--- config.mk ---
export PLATFORM = sky130hd
export DESIGN_NAME = mem_arbiter
export DESIGN_NICKNAME = d
export VERILOG_FILES = /design/src/rtl/cpu_types_pkg.sv /design/src/rtl/mem_arbiter.sv
export SDC_FILE = /design/constraint.sdc
export NUM_CORES = 1
export LEC_CHECK = 0
export CAP_MARGIN = 15
export CORE_AREA = 2 2 104 106
export DETAILED_ROUTE_END_ITERATION = 8
export DIE_AREA = 0 0 106 108
export HOLD_SLACK_MARGIN = 0.1
export PLACE_DENSITY = 0.58
export SLEW_MARGIN = 20
export SYNTH_ARGS = -nofsm -noshare
export SYNTH_HDL_FRONTEND = slang
export SYNTH_SLANG_ARGS = --single-unit
--- constraint.sdc ---
create_clock -name CLK -period 2.5 [get_ports CLK]
set_input_delay 0.25 -clock CLK [delete_from_list [all_inputs] [get_ports CLK]]
set_output_delay 0.25 -clock CLK [all_outputs]
set_load 0.05 [all_outputs]
--- src/rtl/cpu_types_pkg.sv ---
// Shared types for the cache/RAM subsystem: RAM status, arbiter grant
// states and the default dcache run length before an ifetch may preempt.
package cpu_types_pkg;

  typedef enum logic [1:0] {
    FREE   = 2'd0,
    BUSY   = 2'd1,
    ACCESS = 2'd2,
    ERROR  = 2'd3
  } ramstate_t;

  typedef enum logic [1:0] {
    IDLE = 2'd0,
    DGNT = 2'd1,
    IGNT = 2'd2
  } arbstate_t;

  localparam int STARVE_LIMIT_DEFAULT = 4;

endpackage

--- src/rtl/mem_arbiter.sv ---
// Single-port RAM arbiter between icache and dcache. The dcache has priority
// and keeps the grant across back-to-back words; a pending ifetch takes the
// port at the end of a two-word block once the dcache has completed
// STARVE_LIMIT words in a row. RAM status ERROR is treated as not-done and
// recorded in a sticky flag.
//
// Handshake: a requester holds its request (iREN / dREN / dWEN) together
// with address and store data stable until it sees its wait output low at
// a rising edge; that edge completes exactly one word. Dropping the request
// before then abandons the word and releases the grant at the next edge.
module mem_arbiter
  import cpu_types_pkg::*;
#(
  parameter int STARVE_LIMIT = STARVE_LIMIT_DEFAULT,
  parameter int WORD_W       = 32
) (
  input  logic              CLK,
  input  logic              RST,
  // icache side
  input  logic              iREN,
  input  logic [WORD_W-1:0] iaddr,
  output logic              iwait,
  output logic [WORD_W-1:0] iload,
  // dcache side
  input  logic              dREN,
  input  logic              dWEN,
  input  logic [WORD_W-1:0] daddr,
  input  logic [WORD_W-1:0] dstore,
  output logic              dwait,
  output logic [WORD_W-1:0] dload,
  // RAM side
  output logic              ramREN,
  output logic              ramWEN,
  output logic [WORD_W-1:0] ramaddr,
  output logic [WORD_W-1:0] ramstore,
  input  logic [WORD_W-1:0] ramload,
  input  logic [1:0]        ramstate,
  // status
  output logic              ramerr,
  output logic [1:0]        arbstate
);

  arbstate_t  state_q, state_n;
  logic [2:0] dcnt_q;
  logic [2:0] dcnt_inc;
  logic       ramerr_q;
  logic       dreq;
  logic       done;
  logic       rs_error;
  logic       preempt;

  assign dreq     = dREN | dWEN;
  assign done     = (ramstate_t'(ramstate) == ACCESS);
  assign rs_error = (ramstate_t'(ramstate) == ERROR);

  // Saturating count of dcache words, including the one completing now.
  assign dcnt_inc = (dcnt_q == 3'd7) ? 3'd7 : dcnt_q + 3'd1;

  // Ifetch takes over only when the odd word of a block completes.
  assign preempt = done & daddr[2] & iREN & (int'(dcnt_inc) >= STARVE_LIMIT);

  // Next-state selection; dcache wins simultaneous requests from IDLE.
  always_comb begin
    state_n = state_q;
    unique case (state_q)
      IDLE: begin
        if (dreq)      state_n = DGNT;
        else if (iREN) state_n = IGNT;
      end
      DGNT: begin
        if (!dreq)        state_n = iREN ? IGNT : IDLE;
        else if (preempt) state_n = IGNT;
      end
      IGNT: begin
        if (!iREN)             state_n = dreq ? DGNT : IDLE;
        else if (done && dreq) state_n = DGNT;
      end
      default: state_n = IDLE;
    endcase
  end

  // Grant state register.
  always_ff @(posedge CLK) begin
    if (RST) state_q <= IDLE;
    else     state_q <= state_n;
  end

  // Dcache run-length counter: cleared while idle and on every ifetch grant.
  always_ff @(posedge CLK) begin
    if (RST) begin
      dcnt_q <= 3'd0;
    end else if (state_q == IDLE || (state_n == IGNT && state_q != IGNT)) begin
      dcnt_q <= 3'd0;
    end else if (state_q == DGNT && done) begin
      dcnt_q <= dcnt_inc;
    end
  end

  // Sticky RAM error flag, only meaningful while someone holds the port.
  always_ff @(posedge CLK) begin
    if (RST)                              ramerr_q <= 1'b0;
    else if (state_q != IDLE && rs_error) ramerr_q <= 1'b1;
  end

  // Port routing decoded from the grant; reset forces the idle view at once.
  always_comb begin
    ramREN   = 1'b0;
    ramWEN   = 1'b0;
    ramaddr  = '0;
    ramstore = '0;
    iwait    = 1'b1;
    dwait    = 1'b1;
    if (!RST) begin
      unique case (state_q)
        DGNT: begin
          ramaddr  = daddr;
          ramstore = dstore;
          ramWEN   = dWEN;
          ramREN   = dREN & ~dWEN;
          dwait    = ~done;
        end
        IGNT: begin
          ramaddr = iaddr;
          ramREN  = iREN;
          iwait   = ~done;
        end
        default: begin
        end
      endcase
    end
  end

  assign iload    = ramload;
  assign dload    = ramload;
  assign ramerr   = ramerr_q;
  assign arbstate = state_q;

endmodule

======== After elaboration in Yosys (flattened, before gate mapping) ========
Cells that the tools add are included.
storage, ports and cells
  bits in registers ....................... 6
  memory bits (read-only) ................. 0
  memories kept ........................... 0
  bits in latches ......................... 0
  output and inout bits ................... 135
  word-level logic and storage cells ...... 49
  input bits .............................. 135
  RAM bits ................................ 0
cells by class
  reduce and logical (&&, ||, !) cells .... 8
  muxes and demuxes ....................... 22
  equal/unequal tests ..................... 7
  bitwise logic cells ..................... 7
  divide/modulo/power cells ............... 0
  multipliers ............................. 0
  add/subtract/negate cells ............... 1
  shifts and indexed selects .............. 0
  order comparisons ....................... 1
operator list
  kind                                            number
  two-way mux 32 bit                              3
  one-hot mux 32 bit (2 select lines)             1
  two-way mux 2 bit                               7
  == test 2 bit (second input constant)           4
  two-way mux 1 bit                               8
  one-hot mux 2 bit (3 select lines)              1
  bitwise AND 1 bit                               4
  logical AND 1 bit                               4
  adder 3 x 1 -> 3 bit (second input constant)    1
  == test 3 bit (second input constant)           1
  >= comparator 3 bit (second input constant)     1
  two-way mux 3 bit                               1
  == test 2 x 1 -> 1 bit (second input constant)  1
  zero test 2 bit                                 1
  != test 2 bit (second input constant)           1
  inverter 1 bit                                  2
  one-hot mux 1 bit (2 select lines)              1
  nonzero test 2 bit                              1
  OR reduction 2 bit                              1
  logical OR 1 bit                                1
  OR 1 bit                                        1

======== Logic depth before layout (Yosys ltp) ========
Gate-level depths: netlist of run 1.
  depth after elaboration ................. 11
  gate-level depth with buffers ........... 7
  depth with buffers taken out ............ 6

======== Worst setup path before layout of run 1 ========
OpenSTA, ideal clock, no wires.
  path type ............................... flip-flop to output port
  from .................................... reg state_q[1] (netlist: arbstate[1])
  to ...................................... out ramaddr[23]
  data required time ...................... 2.250 ns
  cell stages (with the launch flop) ...... 6
  data arrival time ....................... 2.355 ns
  path buffers ............................ 2
  slack ................................... -0.105 ns
  cells stage by stage .................... dfxtp_1 -> ha_1 -> clkbuf_1 -> buf_1 -> a22oi_1 -> nor2_1
on the way
  cells in the longest elaborated chain, start to end .. 3
  elaborated cells between the ends (all ways) .. 4
  classes of those cells .................. eq/ne: 2; mux: 2
RTL lines
  item                                                            line                source
  start, declared                                                 mem_arbiter.sv:43   arbstate_t state_q, state_n;
  start signal, assigned                                          mem_arbiter.sv:85   else state_q <= state_n;
  == test 2 bit / == test 2 x 1 -> 1 bit (equally long branches)  mem_arbiter.sv:114  unique case (state_q)
  one-hot mux 32 bit (2 select lines) (*)                         mem_arbiter.sv:114
  two-way mux 32 bit (*)                                          mem_arbiter.sv:113  if (!RST) begin
  end, declared                                                   mem_arbiter.sv:34   output logic [WORD_W-1:0] ramaddr,
Every way passes the cells marked *; elsewhere a longest branch is shown, timed or not.

======== Final worst setup path of run 1 ========
  from .................................... reg state_q[0] (netlist: arbstate[0])
  to ...................................... out ramaddr[0]
Same word-level chain as after synthesis.

==> results of run 1 <==
==> cell type report <==
cell class,count,area share
timing repair buffer,179,0.6466
sequential,6,0.03177
multi-input combinational,140,0.2617
clock buffer,3,0.01092
tap,136,0.04500
inverter,4,0.003971
==> power breakdown <==
part | switching, mW | internal [mW]
registers | 0.00778 | 0.101
logic | 0.407 | 0.404
clock network | 0.0426 | 0.104
total | 0.457 | 0.609
==> flip-flops by register name, indices dropped and copies added, names as in the netlist <==
name / count
arbstate: 2
dcnt_q: 3
ramerr: 1
==> metrics by stage <==
step                total power, mW  hold WS, ns
floorplan                    0.7587       0.4072
global placement             0.9244       0.5005
detailed placement           0.9277       0.5005
CTS                           1.076       0.5005
global route                  1.115       0.5001
finish                        1.066       0.5000
==> kinds of logic (layout without fill, tap and decap cells) <==
kind of cell / Yosys count / in the layout
mux: 1 / 1
flops: 6 / 6
simple gates: 86 / 86
buf+inv: 84 / 186
compound gates: 48 / 48
fa+ha+maj: 5 / 5
==> placed cells by master (no fill, tap or decap), drive strengths merged <==
master,synthesis,routed
a21boi,1,1
a21oi,2,2
a22oi,32,32
a311oi,2,2
a31oi,3,3
and2,33,33
buf,70,74
clkbuf,10,3
clkdlybuf4s50,0,105
dfxtp,6,6
ha,5,5
inv,4,4
mux2i,1,1
nand2,7,7
nand2b,1,1
nand3b,3,3
nand4,1,1
nor2,35,35
nor2b,2,2
nor3,1,1
nor4,2,2
nor4b,1,1
o2111a,1,1
o211ai,2,2
o21ai,2,2
o221ai,2,2
o311ai,1,1
==> routing by layer <==
| metal | wire, um | share of wire | GRT usage |
|---|---|---|---|
| met5 | 0 | 0 | 0 |
| met4 | 57 | 0.0082 | 0.02444 |
| met3 | 539 | 0.078 | 0.02833 |
| met2 | 3896 | 0.56 | 0.2263 |
| met1 | 2453 | 0.35 | 0.1154 |
==> worst reg2reg max path, cell delays in order (launching register included) <==
cell and delay (ns):
dfxtp_1 0.48, ha_1 0.36, buf_4 0.22, o211ai_1 0.12, o221ai_2 0.23, a311oi_2 0.10, nor4_1 0.30
==> worst max-delay path by stage <==
stage | startpoint | cells past startpoint | to
detailed placement | dWEN | 6 | dcnt_q[0]
CTS | arbstate[0] | 5 | ramaddr[0]
global placement | RST | 5 | ramREN
global route | arbstate[0] | 5 | ramstore[12]
finish | arbstate[0] | 5 | ramaddr[0]
floorplan | arbstate[1] | 6 | ramaddr[1]
==> out/results.ini, run 1 <==
[cts]
cts_setup_buffers=0
clkLatencyLatePin_ns=0.22
cts_tree=built
cts_root_buf=clkbuf_8
cts_sinks=6
clkSlewWorstSetupHoldPaths_ns=0.03
cts.repair.resized=0
cts_buffers=3
clk_path_buf_depth=2
htreeDepth=1
cts_hold_buf=0

[layout]
multi_input_area_sq_um=989.7
finish.instance_area_sq_um=3781
fin_util=0.3696
stdcell_count=468
regArea_sq_um=120.1
flow.area_growth_from_synthesis_pct=137.0
n_antenna_cell=0
layout.nets=474
drive_gt1_frac=0.3434
fillerInstances=1013

[yosys]
synth_seq_area_share=0.07529
synth-simple-area-share=0.2847
yosysMostFrequentCell=buf_4
synthAdderAreaFrac=0.03922
synth_compound_area_frac=0.2431
yosys_warnings=0
yosysTopAreaCellShare=0.3012
syn_area_sq_um=1595
synth_area_per_cell_sq_um=6.936
synth_top_family_by_area=buffers and inverters
synth_mux_area_frac=0.006275
synth-xor-area-share=0
async_flop_share=0
yosysUniqueCellTypes=32
yosys_register_bits=6
synth-edff-count=0
ys_top_cells_by_count=buf_4, nor2_1, and2_1, a22oi_1, clkbuf_1
synthCells=230
ys_top_cells_by_area=buf_4, a22oi_1, and2_1
yosys_most_used_dff=dfxtp_1
synth_fp_nets=370
synth_top_area_cell=buf_4

[critical_path]
critPathCaptureType=primary output
r2r_start=arbstate[0]
arrival_ns=1.91
r2r-end=dcnt_q[0]
critPathKind=flip-flop to primary output
worstPathMaxFanout=27
cp.required_ns=2.25
cp_slowest_cell=dfxtp_1
critPathLaunchType=flip-flop
reg2reg_depth=6
cp.buffers_inverters=2
max_stage_delay_ns=0.48
reg2reg_slack_ns=0.60
crit_family=buffers and inverters
worstPathCellList=ha_1 -> buf_4 -> a22oi_1 -> nor2_1 -> buf_12

[min_path]
hold_end=dload[19]
hold_path.class=primary input to primary output
worstHoldStart=ramload[19]
min_path_cells=0

[placement]
dp_hpwl_mm=6.002
postPlaceCellArea_sq_um=3740
io_buffers=173
place.gp.congestion=0.8358
numPlacedInstances=465
post-place-ws_ns=0.5196

[drt]
wl_mm=6.946
wire_per_inst_um=14.84
ant_nets=0
drc=0
drtPass1Iterations=4
viasPerCell=4.066
drtIter0Drc=66
vias=1903

[floorplanning]
ioPinCount=270
die_y_um=108
rows=37
die_x_um=106
dieArea_sq_um=11450
start_util=0.1559
core-area_sq_um=10230

[sta]
setup_viol=0
fin_worst_skew_ns=0.003316
fin_crit_ns=2.163
hold_viol_final=0
rsz0062_at_grt=false
fin_tns_setup_ns=0
worst_slack_ns=0.3374
finalCritPeriodShare=0.8650
slew_headroom=0.6735
tightest_slew_ns=0.4882
fmax_mhz=462.4
drv_slew=0

[global_route]
overflow=0
grt_pass1_wl_mm=10.18
grt_max_degree=35
grt_antenna_before_repair=0
grt_usage=0.1120
grt_pass1_vias=1939

[power]
p_leak_nw=1.355
ir_worst_vdd_mv=0.2057
power.density_nw_per_um2=282.0

[run_status]
status=completed

[job]
cap_violations=0

(Power assumes the default switching activity.)
==> run 2, diff against run 1 <==
--- a/config.mk
+++ b/config.mk
@@ -15,3 +15,4 @@
 export SYNTH_ARGS = -nofsm -noshare
 export SYNTH_HDL_FRONTEND = slang
 export SYNTH_SLANG_ARGS = --single-unit
+export TNS_END_PERCENT = 1
==> run 2 against run 1 <==
Routed wire length is 7.1% higher. Non-clock buffer count rose by 2. Count of clock-buffer cells in the layout unchanged. Clock skew fell by 0.0024 ns. Largest power group unchanged. Final cell count rose by 0.43%. Combinational power is 9.2% lower. Highest routed layer unchanged. Clock power hardly changed. Worst hold slack lost 0.031 ns.
==> out/results.ini, run 2 (synthesized netlist as in run 1, its figures left out) <==
[placement]
io_buffers=173
place.gp.congestion=0.7838
postPlaceCellArea_sq_um=3297
dp_hpwl_mm=6.322
numPlacedInstances=467
post-place-ws_ns=0.4126

[drt]
viasPerCell=4.196
wire_per_inst_um=15.83
drtPass1Iterations=4
drtIter0Drc=55
drc=0
vias=1972
wl_mm=7.441
ant_nets=0

[cts]
clk_path_buf_depth=2
htreeDepth=1
cts_hold_buf=0
cts_sinks=6
clkSlewWorstSetupHoldPaths_ns=0.04
cts_buffers=3
clkLatencyLatePin_ns=0.22
cts.repair.resized=0
cts_setup_buffers=0
cts_root_buf=clkbuf_8
cts_tree=built

[sta]
fin_worst_skew_ns=0.0008724
hold_viol_final=0
hold_ws_ns=0.4686
finalCritPeriodShare=0.9226
tightest_slew_ns=0.4990
fmax_mhz=433.5
drv_slew=0
setup_viol=0
slew_headroom=0.6663
worst_slack_ns=0.1934
rsz0062_at_grt=false
fin_crit_ns=2.307

[min_path]
min_path_cells=2
hold_end=ramerr
hold_path.class=flip-flop to flip-flop
worstHoldStart=ramerr

[global_route]
grt_max_degree=35
gr-usage-met2=0.2295
grt_pass1_wl_mm=10.68
grt_use_met3=0.03617
overflow=0
grt_pass1_vias=1972
grt.busiest_layer=met2
grt_use_met1=0.1248
grt_usage=0.1191
grt_antenna_before_repair=0

[job]
cap_violations=0

[layout]
largest_reg_flops=3
stdcell_count=470
regArea_sq_um=120.1
layout_commonest_cell=clkdlybuf4s50_1
flow.area_growth_from_synthesis_pct=109.3
drive_gt1_frac=0.2635
multi_input_area_sq_um=919.6
n_antenna_cell=0
finish.instance_area_sq_um=3338
fillerInstances=1077
final_cell_mix=clkdlybuf4s50_1, buf_4, buf_12
regMostFlops=dcnt_q
layout.nets=476

[floorplanning]
start_util=0.1559
rows=37
ioPinCount=270
core-area_sq_um=10230
dieArea_sq_um=11450
die_y_um=108
die_x_um=106

[critical_path]
r2r_start=arbstate[0]
reg2reg_depth=7
critPathLaunchType=flip-flop
r2r-end=dcnt_q[2]
reg2reg_slack_ns=0.51
arrival_ns=2.06
cp.required_ns=2.25
critPathCaptureType=primary output
worstPathMaxFanout=24
critPathKind=flip-flop to primary output

[run_status]
status=completed

[power]
power_uw=989.4
clockPowerShare=0.144
swShare=0.4338
seqPwrFrac=0.112
netSwitchingPower_uw=429.3
internal_power_uw=560.2
power_frac_comb=0.743
ir_worst_vdd_mv=0.1472
p_leak_nw=1.281
power.density_nw_per_um2=296.4

[run 2: cell types whose count changed in the layout (fill, tap and decap cells not counted)]
cell and change:
buf_4 +33, buf_12 -31, nor2_1 +28, nor2_2 -28, nand2b_1 +1, nand2b_2 -1
nor2b_1 -1, nor2b_2 +1
[run 2: worst max-delay path by stage]
stage / endpoint / from / slack (ns)
final: ramREN / arbstate[1] / 0.19
after detailed placement: ramREN / arbstate[1] / 0.41
after CTS: ramREN / arbstate[1] / 0.16
after global placement: ramREN / arbstate[1] / 0.41
after floorplan: ramaddr[24] / arbstate[1] / -0.10
after global routing: ramREN / arbstate[1] / 0.06
[run 2: power groups by stage]
stage          clock network (mW)  registers [mW]  logic, mW
2_1_floorplan                   0           0.126      0.611
3_3_place_gp                    0           0.111      0.739
3_5_place_dp                    0           0.113      0.739
4_1_cts                     0.147           0.111      0.743
5_1_grt                     0.158           0.112      0.774
6_report                    0.143           0.111      0.736
[run 2: through the flow]
step,TNS (ns),util
after floorplan,-2.894,-
after global placement,0,0.3222
after detailed placement,0,0.3222
after CTS,0,0.3263
after global routing,0,0.3263
final,0,0.3263
[run 2: layout make-up]
class | instances | area share
Inverter | 4 | 0.004498
Tap cell | 136 | 0.05097
Sequential cell | 6 | 0.03598
Clock buffer | 3 | 0.01237
Multi-Input combinational cell | 140 | 0.2755
Timing Repair Buffer | 181 | 0.6207
[run 2: worst max-delay path, stage by stage (launching register included)]
cell and delay [ns]:
dfxtp_1 0.53, ha_1 0.40, buf_4 0.33, nand2_1 0.13, a21oi_1 0.25, buf_12 0.18
[run 2: routing by layer]
layer	routed length, um	vias to the layer above
met1	2674	880
met3	736	16
met5	0	-
met2	3856	141
met4	173	0
li1	-	935
==> run 3, diff against run 2 <==
--- a/config.mk
+++ b/config.mk
@@ -6,11 +6,12 @@
 export NUM_CORES = 1
 export LEC_CHECK = 0
 export CAP_MARGIN = 15
-export CORE_AREA = 2 2 104 106
+export CORE_AREA = 4 4 103 105
 export DETAILED_ROUTE_END_ITERATION = 8
-export DIE_AREA = 0 0 106 108
+export DIE_AREA = 0 0 107 109
 export HOLD_SLACK_MARGIN = 0.1
-export PLACE_DENSITY = 0.58
+export PLACE_DENSITY = 0.61
+export SKIP_LAST_GASP = 1
 export SLEW_MARGIN = 20
 export SYNTH_ARGS = -nofsm -noshare
 export SYNTH_HDL_FRONTEND = slang
==> run 3 against run 2 <==
Flip-flop and latch count is the same. Register-to-register slack barely moved. Setup slack improved by 0.078 ns. Largest cell class unchanged. Critical path type unchanged. Combinational power barely moved. First-iteration DRC count is 1.8% higher. Final area is 0.56% higher. Non-clock buffer count is 2 lower. Power up 0.79%. Count of clock-buffer cells in the layout unchanged. Die area rose by 1.9%. Clock skew is 0.0017 ns higher.
==> out/results.ini, run 3 (synthesized netlist as in run 1, its figures left out) <==
[placement]
post-place-ws_ns=0.4218
postPlaceCellArea_sq_um=3316
place.gp.congestion=0.7811
numPlacedInstances=462
dp_hpwl_mm=5.921
io_buffers=173

[sta]
fin_tns_setup_ns=0
fin_crit_ns=2.228
fin_worst_skew_ns=0.002620
worst_slack_ns=0.2717
rsz0062_at_grt=false
setup_viol=0
hold_ws_ns=0.4668
finalCritPeriodShare=0.8913
hold_viol_final=0
slew_headroom=0.6387
fmax_mhz=448.8
drv_slew=0
tightest_slew_ns=0.5403

[drt]
wire_per_inst_um=14.72
ant_nets=0
drtIter0Drc=56
wl_mm=6.846
drc=0
viasPerCell=4.142
drtPass1Iterations=4
vias=1926

[cts]
clkLatencyLatePin_ns=0.23
cts_hold_buf=0
clkSlewWorstSetupHoldPaths_ns=0.04
htreeDepth=1
cts_setup_buffers=0
cts_tree=built
cts_root_buf=clkbuf_8
cts_sinks=6
cts_buffers=3
cts.repair.resized=0
clk_path_buf_depth=2

[layout]
layout_commonest_cell=clkdlybuf4s50_1
flow.area_growth_from_synthesis_pct=110.4
fin_util=0.3483
largest_reg_flops=3
n_antenna_cell=0
finish.instance_area_sq_um=3357
drive_gt1_frac=0.2590
fillerInstances=1017
layout.nets=474
stdcell_count=465
final_cell_mix=clkdlybuf4s50_1, buf_12, buf_4
regMostFlops=dcnt_q

[run_status]
status=completed

[critical_path]
critPathCaptureType=primary output
arrival_ns=1.98
cp.depth=5
max_stage_delay_ns=0.49
reg2reg_depth=7
worstPathCellList=ha_1 -> nor2b_2 -> buf_4 -> and2_1 -> buf_12
crit_family=flip-flops
worstPathMaxFanout=20
cp_slowest_cell=dfxtp_1
cp.required_ns=2.25
cp.buffers_inverters=2
critPathLaunchType=flip-flop
critPathKind=flip-flop to primary output

[global_route]
grt_antenna_before_repair=0
grt_max_degree=38
grt_pass1_vias=1978
grt_pass1_wl_mm=10.02
overflow=0
grt_usage=0.1075

[floorplanning]
die_x_um=107
rows=36
core-area_sq_um=9639
die_y_um=109
ioPinCount=270
start_util=0.1655
dieArea_sq_um=11660

[power]
p_leak_nw=1.283
power_uw=997.2
power.density_nw_per_um2=297.1
ir_worst_vdd_mv=0.1120

[job]
cap_violations=0

[min_path]
hold_path.class=flip-flop to flip-flop
min_path_cells=2

==> run 3: layout make-up <==
class | count | area, sq um | share of cell area
timing repair buffer | 179 | 2095 | 0.6239
inverter | 4 | 15.01 | 0.004473
sequential | 6 | 120.1 | 0.03578
multi-input combinational | 140 | 919.6 | 0.2739
clock buffer | 3 | 41.29 | 0.01230
tap | 133 | 166.4 | 0.04957
==> run 3: layer usage <==
metal	up-vias	part of all wire	routed length (um)	track usage
met5	-	0	0	0
met4	0	0.034	232	0.05023
met3	28	0.13	865	0.04440
met2	140	0.51	3465	0.1992
met1	833	0.33	2283	0.1039
li1	925	-	-	-
==> run 3: worst reg2reg max path, cell delays in order (launching register included) <==
cell and delay, ns:
dfxtp_1 0.49, inv_1 0.12, ha_1 0.21, buf_4 0.25
o221ai_1 0.13, o221ai_2 0.15, a311oi_2 0.41, nor4_1 0.10
==> run 3: path summary, 6_finish.rpt <==
path / from / endpoint / slack, ns
max: arbstate[0] / ramstore[29] / 0.27
min: ramerr / ramerr / 0.47
max reg2reg: arbstate[0] / dcnt_q[0] / 0.50
min reg2reg: ramerr / ramerr / 0.47
==> run 3: where the power goes <==
part	leakage [nW]	switching (mW)	internal [mW]
Sequential	0.0488	0.00931	0.101
Clock	0.0216	0.0473	0.104
Combinational	1.21	0.373	0.363
Total	1.28	0.429	0.568
